[config.mk]
export PLATFORM = sky130hd
export DESIGN_NAME = apb_rr_master
export DESIGN_NICKNAME = d
export VERILOG_FILES = /design/src/rtl/apb_pkg.sv /design/src/rtl/rr_arb2.sv /design/src/rtl/apb_rr_master.sv
export SDC_FILE = /design/constraint.sdc
export NUM_CORES = 1
export LEC_CHECK = 0
export BUFFER_PORTS_ARGS = -buffer_cell sky130_fd_sc_hd__buf_4
export CORE_AREA = 2 2 108 110
export DETAILED_ROUTE_END_ITERATION = 6
export DIE_AREA = 0 0 110 112
export PLACE_DENSITY = 0.76
export SLEW_MARGIN = 20
export SYNTH_ARGS = -nofsm -noshare
export SYNTH_HDL_FRONTEND = slang
export SYNTH_SLANG_ARGS = --single-unit
[constraint.sdc]
create_clock -name PCLK -period 2.67 [get_ports PCLK]
set_clock_uncertainty 0.2 [all_clocks]
set_input_delay 0.801 -clock PCLK [delete_from_list [all_inputs] [get_ports PCLK]]
set_output_delay 0.801 -clock PCLK [all_outputs]
set_load 0.005 [all_outputs]
[src/rtl/apb_pkg.sv]
// Shared definitions for the APB round-robin master: FSM encoding and default widths.
package apb_pkg;

  typedef enum logic [1:0] {
    ST_IDLE   = 2'd0,
    ST_SETUP  = 2'd1,
    ST_ACCESS = 2'd2
  } apb_state_t;

  localparam int DEF_DATA_WIDTH = 32;
  localparam int DEF_ADDR_WIDTH = 32;
  localparam int DEF_STRB_WIDTH = DEF_DATA_WIDTH / 8;

  function automatic int strb_width(input int data_width);
    return data_width / 8;
  endfunction

endpackage

[src/rtl/rr_arb2.sv]
// Two-way round-robin arbiter: combinational winner, registered last-grant pointer.
module rr_arb2 (
  input  logic       PCLK,
  input  logic       PRESET,
  input  logic [1:0] valid,
  input  logic       gnt_en,
  output logic       winner
);

  logic last_gnt;

  // With both requesting, the one not granted last wins; otherwise the lone requester.
  always_comb begin
    winner = (valid == 2'b11) ? ~last_gnt : valid[1];
  end

  always_ff @(posedge PCLK) begin
    if (PRESET) begin
      last_gnt <= 1'b1;
    end else if (gnt_en) begin
      last_gnt <= winner;
    end
  end

endmodule

[src/rtl/apb_rr_master.sv]
// APB master shared by two requesters with round-robin arbitration.
// Optional ACCESS-phase timeout enabled by defining APB_TIMEOUT_EN.
module apb_rr_master
  import apb_pkg::*;
#(
  parameter int DATA_WIDTH     = DEF_DATA_WIDTH,
  parameter int ADDR_WIDTH     = DEF_ADDR_WIDTH,
  parameter int TIMEOUT_CYCLES = 16
) (
  input  logic                                  PCLK,
  input  logic                                  PRESET,
  input  logic [1:0]                            REQ_VALID,
  input  logic [1:0]                            REQ_WRITE,
  input  logic [2*ADDR_WIDTH-1:0]               REQ_ADDR,
  input  logic [2*DATA_WIDTH-1:0]               REQ_WDATA,
  input  logic [2*strb_width(DATA_WIDTH)-1:0]   REQ_STRB,
  output logic [1:0]                            REQ_GNT,
  output logic [1:0]                            RSP_VALID,
  output logic [DATA_WIDTH-1:0]                 RSP_RDATA,
  output logic                                  RSP_ERR,
  output logic                                  PSEL,
  output logic                                  PENABLE,
  output logic                                  PWRITE,
  output logic [ADDR_WIDTH-1:0]                 PADDR,
  output logic [DATA_WIDTH-1:0]                 PWDATA,
  output logic [strb_width(DATA_WIDTH)-1:0]     PSTRB,
  input  logic                                  PREADY,
  input  logic [DATA_WIDTH-1:0]                 PRDATA
);

  localparam int SW = strb_width(DATA_WIDTH);

  if ((DATA_WIDTH % 8) != 0 || TIMEOUT_CYCLES < 1) begin : g_param_check
    $error("apb_rr_master: DATA_WIDTH must be a multiple of 8 and TIMEOUT_CYCLES >= 1");
  end

  apb_state_t state, state_n;

  logic                  psel, psel_n, penable, penable_n, pwrite, pwrite_n;
  logic [ADDR_WIDTH-1:0] paddr, paddr_n;
  logic [DATA_WIDTH-1:0] pwdata, pwdata_n;
  logic [SW-1:0]         pstrb, pstrb_n;
  logic                  owner, owner_n;
  logic [1:0]            gnt, gnt_n, rsp_valid, rsp_valid_n;
  logic [DATA_WIDTH-1:0] rsp_rdata, rsp_rdata_n;
  logic                  gnt_en, win;

`ifdef APB_TIMEOUT_EN
  localparam int TW = $clog2(TIMEOUT_CYCLES + 1);
  logic [TW-1:0] tcnt, tcnt_n;
  logic          rsp_err, rsp_err_n;
`endif

  rr_arb2 u_arb (
    .PCLK   (PCLK),
    .PRESET (PRESET),
    .valid  (REQ_VALID),
    .gnt_en (gnt_en),
    .winner (win)
  );

  always_comb begin
    state_n     = state;
    psel_n      = psel;
    penable_n   = penable;
    pwrite_n    = pwrite;
    paddr_n     = paddr;
    pwdata_n    = pwdata;
    pstrb_n     = pstrb;
    owner_n     = owner;
    gnt_n       = '0;
    rsp_valid_n = '0;
    rsp_rdata_n = rsp_rdata;
    gnt_en      = 1'b0;
`ifdef APB_TIMEOUT_EN
    tcnt_n      = tcnt;
    rsp_err_n   = 1'b0;
`endif
    unique case (state)
      ST_IDLE: begin
        if (|REQ_VALID) begin
          gnt_en     = 1'b1;
          owner_n    = win;
          gnt_n[win] = 1'b1;
          psel_n     = 1'b1;
          penable_n  = 1'b0;
          pwrite_n   = REQ_WRITE[win];
          paddr_n    = REQ_ADDR[win*ADDR_WIDTH +: ADDR_WIDTH];
          // Reads drive zero write data and strobes onto the bus.
          pwdata_n   = REQ_WRITE[win] ? REQ_WDATA[win*DATA_WIDTH +: DATA_WIDTH] : '0;
          pstrb_n    = REQ_WRITE[win] ? REQ_STRB[win*SW +: SW] : '0;
          state_n    = ST_SETUP;
        end
      end
      ST_SETUP: begin
        penable_n = 1'b1;
        state_n   = ST_ACCESS;
`ifdef APB_TIMEOUT_EN
        tcnt_n    = '0;
`endif
      end
      ST_ACCESS: begin
        if (PREADY) begin
          psel_n             = 1'b0;
          penable_n          = 1'b0;
          rsp_valid_n[owner] = 1'b1;
          rsp_rdata_n        = pwrite ? '0 : PRDATA;
          state_n            = ST_IDLE;
        end
`ifdef APB_TIMEOUT_EN
        else if (tcnt == TW'(TIMEOUT_CYCLES - 1)) begin
          psel_n             = 1'b0;
          penable_n          = 1'b0;
          rsp_valid_n[owner] = 1'b1;
          rsp_rdata_n        = '0;
          rsp_err_n          = 1'b1;
          state_n            = ST_IDLE;
        end else begin
          tcnt_n = tcnt + 1'b1;
        end
`endif
      end
      default: state_n = ST_IDLE;
    endcase
  end

  always_ff @(posedge PCLK) begin
    if (PRESET) begin
      state     <= ST_IDLE;
      psel      <= 1'b0;
      penable   <= 1'b0;
      pwrite    <= 1'b0;
      paddr     <= '0;
      pwdata    <= '0;
      pstrb     <= '0;
      owner     <= 1'b0;
      gnt       <= '0;
      rsp_valid <= '0;
      rsp_rdata <= '0;
`ifdef APB_TIMEOUT_EN
      tcnt      <= '0;
      rsp_err   <= 1'b0;
`endif
    end else begin
      state     <= state_n;
      psel      <= psel_n;
      penable   <= penable_n;
      pwrite    <= pwrite_n;
      paddr     <= paddr_n;
      pwdata    <= pwdata_n;
      pstrb     <= pstrb_n;
      owner     <= owner_n;
      gnt       <= gnt_n;
      rsp_valid <= rsp_valid_n;
      rsp_rdata <= rsp_rdata_n;
`ifdef APB_TIMEOUT_EN
      tcnt      <= tcnt_n;
      rsp_err   <= rsp_err_n;
`endif
    end
  end

  assign REQ_GNT   = gnt;
  assign RSP_VALID = rsp_valid;
  assign RSP_RDATA = rsp_rdata;
  assign PSEL      = psel;
  assign PENABLE   = penable;
  assign PWRITE    = pwrite;
  assign PADDR     = paddr;
  assign PWDATA    = pwdata;
  assign PSTRB     = pstrb;
`ifdef APB_TIMEOUT_EN
  assign RSP_ERR   = rsp_err;
`else
  assign RSP_ERR   = 1'b0;
`endif

endmodule

# == Word level (Yosys, flattened, before mapping) ==
# Cells that the tools add are included.
# word_totals
reg_bits,111
input_bits,175
output_inout_bits,108
wordCells,62
# classes
order_cmp,4
eq_ne,5
shifts,3
mux,20
bitwise,5
n_reduce_logical,13
# op_table
cell,count
64-bit by 7-bit indexed part select with 32-bit output,2
32-bit two-way mux,2
1-bit two-way mux,10
8-bit by 4-bit indexed part select with 4-bit output,1
2-bit one-hot mux with 3 select lines,1
2-bit AND reduction,3
3-bit AND reduction,2
3-bit OR reduction,2
1-bit inverter,5
2-bit == test (second input constant),2
1-bit by 2-bit < comparator with 1-bit output (second input constant),2
2-bit two-way mux,2
4-bit two-way mux,1
2-bit inequality test (second input constant),2
1-bit one-hot mux with 3 select lines,1
3-bit nonzero test,1
1-bit demux with 1-bit select,2
2-bit by 1-bit == test with 1-bit output (second input constant),1
1-bit >= comparator (second input constant),2
1-bit logical AND,2
2-bit logical NOT,1
1-bit one-hot mux with 2 select lines,1
2-bit nonzero test,1
2-bit OR reduction,1

# == Depth between registers and ports, before layout ==
# Gate-level depths: netlist of run 1.
# logic_depth
ltp_word,6
ltp_mapped,6
mapped_depth_nobuf,4

# == Hierarchy ==
# A second synthesis of run 1 with hierarchy kept.
# unflattened
hier_cells,424
hier_area_um2,4795.8
# modules_own_cells
mod,instances,cells_each,area_per_inst_um2,seq_area_each_um2
apb_rr_master,1,420,4753.3,2202.1
rr_arb2,1,4,42.5,20.0

# == Worst setup path before layout of run 1 ==
# OpenSTA, ideal clock, no wires.
# synth_path
path_kind,input port to flip-flop
startpoint,input port REQ_VALID[1]
endpoint,register pwdata[10] (netlist: PWDATA[10])
setup_ps,117
arrival_ps,1635
t_required_ps,2353
path_slack_ps,718
cell_stages,6
n_path_buf,2
cell_sequence,or2_4 nand3b_4 inv_2 buf_6 buf_6 a22o_1
# synth_between
elab_chain_cells,5
elab_cells_between_ends,8
classes_between,eq/ne (1); shift (1); mux (4); reduce/logical (2)
# synth_rtl
item,line_no,rtl
"start, declared",apb_rr_master.sv:12,"input logic [1:0] REQ_VALID,"
branches (longest 5 deep; another with 64-bit by 7-bit indexed part select with 32-bit output),-,
"end signal, assigned",apb_rr_master.sv:150,pwdata <= pwdata_n;
"end, declared",apb_rr_master.sv:41,"logic [DATA_WIDTH-1:0] pwdata, pwdata_n;"
# Parallel ways; which one is timed is not known. The select of a mux whose other input is x is not followed.
# A chain may end at the register's enable or synchronous reset.

# == Worst setup path after layout of run 1 ==
# layout_path
startpoint,input port PREADY
endpoint,register rsp_rdata[5] (netlist: RSP_RDATA[5])
# layout_between
elab_chain_cells,1
# layout_rtl
item,line_no,rtl
"start, declared",apb_rr_master.sv:27,"input logic PREADY,"
2-bit AND reduction (no source line),-,
"end signal, assigned",apb_rr_master.sv:155,rsp_rdata <= rsp_rdata_n;
"end, declared",apb_rr_master.sv:45,"logic [DATA_WIDTH-1:0] rsp_rdata, rsp_rdata_n;"
# No other way between the ends.

==> results of run 1 <==
worst paths after layout:
check | startpoint | to | depth (start not counted)
setup / recovery | PREADY | RSP_RDATA[5] | 5
hold / removal | owner | RSP_VALID[0] | 1
hold reg to reg | owner | RSP_VALID[0] | 1
setup reg to reg | state[0] | RSP_RDATA[5] | 4
critical path, stage by stage:
cell	delay [ns]
buf_4	0.12
nand3b_4	0.10
nor2b_2	0.58
buf_4	0.34
a22o_1	0.17
cells by family after synthesis:
group                  share of synthesized area
muxes                                     0.0714
AOI/OAI and AO/OA                          0.284
DFF                                        0.495
other                                   0.000836
and+or+nand+nor                           0.0588
buffers and inverters                     0.0895
power by group:
part	total, mW	switching, mW	internal, mW
clock network	1.27	0.626	0.649
registers	1.83	0.0684	1.77
logic	0.754	0.321	0.433
total	3.86	1.02	2.85
registers in the layout, summed over array words and instances (netlist names):
register	cells
owner	1
PSTRB	4
state	2
PADDR	32
PWRITE	1
PSEL	1
PENABLE	1
u_arb.last_gnt	1
RSP_RDATA	32
RSP_VALID	2
PWDATA	32
REQ_GNT	2
layout make-up:
type	count	area share
clock buffer	10	0.0331
clock inverter	6	0.00795
inverter	38	0.0206
multi-input combinational	231	0.272
sequential	111	0.321
tap	143	0.0258
timing repair buffer	290	0.320
layout by cell type (no fill, tap or decap), drive strengths merged, types with 2 or more instances in the layout:
cell / instances
nor2: 4
o32ai: 36
clkinv: 3
nand3b: 2
a21o: 4
dfxtp: 111
inv: 40
a21oi: 2
nand2: 38
o2bb2ai: 32
nor2b: 2
mux2i: 32
buf: 290
clkbuf: 10
a22o: 69
nor3: 2
routing by layer:
metal,GRT usage,wire length [um],up-vias
li1,-,-,2088
met1,0.243,5380,2025
met2,0.373,6780,193
met3,0.0509,1130,25
met4,0.0684,244,0
met5,0,0,-
==> results.py, run 1 <==
metrics = {
    "run_status": {
        "outcome": "complete, no violations",
    },
    "finish": {
        "finish.utilization": 0.620,
        "area_growth_pct": 54.4,
        "fin_nets": 856,
        "multiInputGateArea_um2": 1880,
        "design_area_um2": 6930,
        "n_fill_cell": 929,
        "antenna_cells": 0,
        "seq_area_um2": 2220,
        "fin_cells": 829,
        "drive_above_1_share": 0.458,
    },
    "detailed_routing": {
        "drt_iter0_markers": 205,
        "drc": 0,
        "wl_per_cell_um": 16.3,
        "viasPerCell": 5.22,
        "ant_nets": 0,
        "vias": 4331,
        "dr.pass1.iters": 4,
        "wl_um": 13500,
    },
    "placed_design": {
        "place_congestion": 0.852,
        "dpl_cell_area_um2": 6640,
        "dp.cells": 813,
        "io_buffers": 281,
        "hpwl_um": 10000,
        "pre_cts_slack_ns": 0.273,
    },
    "clock_network": {
        "cts_resized": 0,
        "h-tree-depth": 3,
        "insertion_delay_ns": 0.34,
        "clkSlewWorstSetupHoldPaths_ns": 0.08,
        "cts_hold_buf": 0,
        "cts_setup_buffers": 0,
        "cts.path.max_buffers": 2,
        "clock_sinks": 111,
        "cts-root-buf": "clkbuf_16",
        "cts_buffers": 9,
        "cts_tree": "done",
    },
    "die": {
        "io-pin-count": 283,
        "rows": 39,
        "die_x_um": 110,
        "die_area_um2": 12300,
        "core-area_um2": 11200,
        "die_y_um": 112,
        "start_util": 0.402,
    },
    "sta": {
        "rsz0062_at_grt": "false",
        "min_period_over_period": 0.765,
        "final-max-slew-violation-count": 0,
        "worstMarginPinSlew_ns": 0.668,
        "fin_ws_ns": 0.627,
        "hold_ws_ns": 0.245,
        "clock.fmax_mhz": 489,
        "fin_setup_tns_ns": 0,
        "finalSetupViolCount": 0,
        "slew_headroom": 0.553,
        "timing.final.crit_period_ns": 2.04,
        "hold_viol_final": 0,
    },
    "grt": {
        "grt_pass1_wl_um": 20400,
        "antenna_found_initial": 0,
        "grt_usage": 0.210,
        "overflow": 0,
        "grt_max_degree": 58,
        "grt_pass1_vias": 4252,
    },
    "synth": {
        "synth_edf_count": 0,
        "synth.avg_cell_area_um2": 10.6,
        "ys_warn_count": 0,
        "ys_seq_elements": 111,
        "ys_types": 29,
        "synth_commonest_cells": "111 x dfxtp_1, 69 x a22o_1, 38 x nand2_1",
        "synth_area_leaders": "dfxtp_1 50%, a22o_1 13%, mux2i_1 7.1%, o32ai_1 7.0%, o2bb2ai_1 6.2%",
        "yosysSeqAreaShare": 0.495,
        "syn-num-nets": 597,
        "postSynth.asyncResetShare": 0,
        "synth_top_area_cell": "dfxtp_1",
        "synth_area_um2": 4490,
        "synth-main-ff-cell": "dfxtp_1",
        "synthCells": 422,
        "synth_top_area_share": 0.495,
        "synth_most_common_cell": "dfxtp_1",
    },
    "min_path": {
        "holdCritPathClass": "flop to flop",
    },
    "critical_path": {
        "cp-end-kind": "flop",
        "path_max_fanout": 18,
        "worstPathRequired_ns": 2.75,
        "reg2reg_slack_ns": 0.70,
        "crit_type": "input pin to flop",
        "worst_setup_path_start_kind": "input pin",
        "arrival_ns": 2.13,
    },
    "power_and_ir_drop": {
        "power_leakage_nw": 3.36,
        "p_per_area_nw_per_um2": 558,
        "fin_total_pwr_mw": 3.86,
        "irDropWorstVdd_v": 0.000284,
    },
    "run": {
        "drv_cap": 0,
    },
}
Note: power is estimated with default switching activity, not from simulation.
==> run 2: changes to the inputs <==
--- a/config.mk
+++ b/config.mk
@@ -6,9 +6,9 @@
 export NUM_CORES = 1
 export LEC_CHECK = 0
 export BUFFER_PORTS_ARGS = -buffer_cell sky130_fd_sc_hd__buf_4
-export CORE_AREA = 2 2 108 110
+export CORE_AREA = 2 2 111 113
 export DETAILED_ROUTE_END_ITERATION = 6
-export DIE_AREA = 0 0 110 112
+export DIE_AREA = 0 0 113 115
 export PLACE_DENSITY = 0.76
 export SLEW_MARGIN = 20
 export SYNTH_ARGS = -nofsm -noshare
==> constraint.sdc (replaced) <==
create_clock -name PCLK -period 1.8 [get_ports PCLK]
set_clock_uncertainty 0.2 [all_clocks]
set_input_delay 0.54 -clock PCLK [delete_from_list [all_inputs] [get_ports PCLK]]
set_output_delay 0.54 -clock PCLK [all_outputs]
set_load 0.005 [all_outputs]
==> results.py, run 2 (synthesized netlist as in run 1, its figures left out) <==
metrics = {
    "detailed_routing": {
        "wl_um": 13900,
        "drc": 17,
        "viasPerCell": 5.11,
        "vias": 4308,
        "drt_iter0_markers": 261,
        "ant_nets": 0,
        "wl_per_cell_um": 16.5,
        "dr.pass1.iters": 7,
    },
    "sta": {
        "timing.final.crit_period_ns": 1.63,
        "hold_viol_final": 0,
        "fin_setup_tns_ns": 0,
        "slew_headroom": 0.500,
        "finalSetupViolCount": 0,
        "final-max-slew-violation-count": 0,
        "worstMarginPinSlew_ns": 0.748,
        "min_period_over_period": 0.908,
        "rsz0062_at_grt": "false",
        "fin_ws_ns": 0.166,
        "clock.fmax_mhz": 612,
        "hold_ws_ns": 0.198,
    },
    "finish": {
        "finish.utilization": 0.604,
        "area_growth_pct": 59.0,
        "seq_area_um2": 2220,
        "final_common_cell": "buf_4",
        "antenna_cells": 0,
        "layout_common_cells": "289 x buf_4, 111 x dfxtp_1, 69 x a22o_1",
        "multiInputGateArea_um2": 1890,
        "fin_cells": 843,
        "fin_nets": 866,
        "n_fill_cell": 980,
        "drive_above_1_share": 0.467,
    },
    "die": {
        "die_area_um2": 13000,
        "die_y_um": 115,
        "start_util": 0.380,
        "core-area_um2": 11800,
        "die_x_um": 113,
        "rows": 40,
        "io-pin-count": 283,
    },
    "power_and_ir_drop": {
        "irDropWorstVdd_v": 0.000837,
        "p_per_area_nw_per_um2": 834,
        "power_leakage_nw": 3.46,
    },
    "critical_path": {
        "slowest_delay_ns": 0.40,
        "cp_cell_sequence": "buf_4",
        "cp-end-kind": "output port",
        "critical_path.top_delay_family": "flip-flops",
        "reg2reg_slack_ns": 0.18,
        "crit_type": "flop to output port",
        "path_max_fanout": 3,
        "path_buf_inv": 1,
        "worst_path_max_delay_cell": "dfxtp_1",
        "worstPathRequired_ns": 1.06,
        "worst_setup_path_start_kind": "flop",
        "arrival_ns": 0.89,
    },
    "grt": {
        "antenna_found_initial": 0,
        "grt_pass1_wl_um": 21400,
        "overflow": 0,
        "grt_pass1_vias": 4374,
        "grt_usage": 0.206,
        "grt_max_degree": 39,
    },
    "clock_network": {
        "clock_sinks": 111,
        "h-tree-depth": 3,
        "cts_resized": 0,
        "clkSlewWorstSetupHoldPaths_ns": 0.07,
        "insertion_delay_ns": 0.34,
        "cts_hold_buf": 0,
        "cts.path.max_buffers": 2,
        "cts_buffers": 9,
        "cts_tree": "done",
        "cts_setup_buffers": 0,
        "cts-root-buf": "clkbuf_16",
    },
    "run_status": {
        "outcome": "complete, but fails checks",
        "violations": "DRC",
    },
    "placed_design": {
        "place_congestion": 0.790,
        "dp.cells": 827,
        "pre_cts_slack_ns": -0.0936,
        "hpwl_um": 10300,
        "io_buffers": 281,
    },
    "min_path": {
        "holdCritPathClass": "input pin to flop",
    },
    "run": {
        "drv_cap": 0,
    },
}
## run 2: cell type report
| type | instances | area share |
|---|---|---|
| Timing Repair Buffer | 300 | 0.335 |
| Sequential cell | 111 | 0.312 |
| Multi-Input combinational cell | 231 | 0.265 |
| Clock buffer | 9 | 0.0316 |
| Tap cell | 147 | 0.0258 |
| Inverter | 38 | 0.0200 |
| Clock inverter | 7 | 0.0112 |
## run 2: routing by layer
metal	wire length, um	GRT usage	vias to the layer above	part of all wire
li1	-	-	2102	-
met4	151	0.0488	0	0.011
met5	0	0	-	0
met2	7230	0.380	173	0.52
met1	5300	0.222	2021	0.38
met3	1230	0.0833	12	0.088
## run 2: metrics by stage
| step | cell area [um^2] | power (mW) |
|---|---|---|
| finish | 7130 | 5.95 |
| global route | 7130 | 6.23 |
| CTS | 7130 | 6.04 |
| detailed placement | 6830 | 3.98 |
| global placement | 6820 | 3.94 |
| floorplan | 4490 | 3.26 |
## run 2: final timing paths
check                  start             to  cells after the start
hold reg to reg        owner   RSP_VALID[0]                      1
setup reg to reg    state[0]  RSP_RDATA[23]                      3
hold / removal    PRDATA[19]  RSP_RDATA[19]                      2
setup / recovery      PWRITE         PWRITE                      1
## run 2: power breakdown
group	internal, mW	switching, mW	total [mW]	leakage, nW
clock	1.10	0.938	2.04	0.148
combinational	0.698	0.497	1.20	2.41
sequential	2.62	0.0976	2.72	0.907
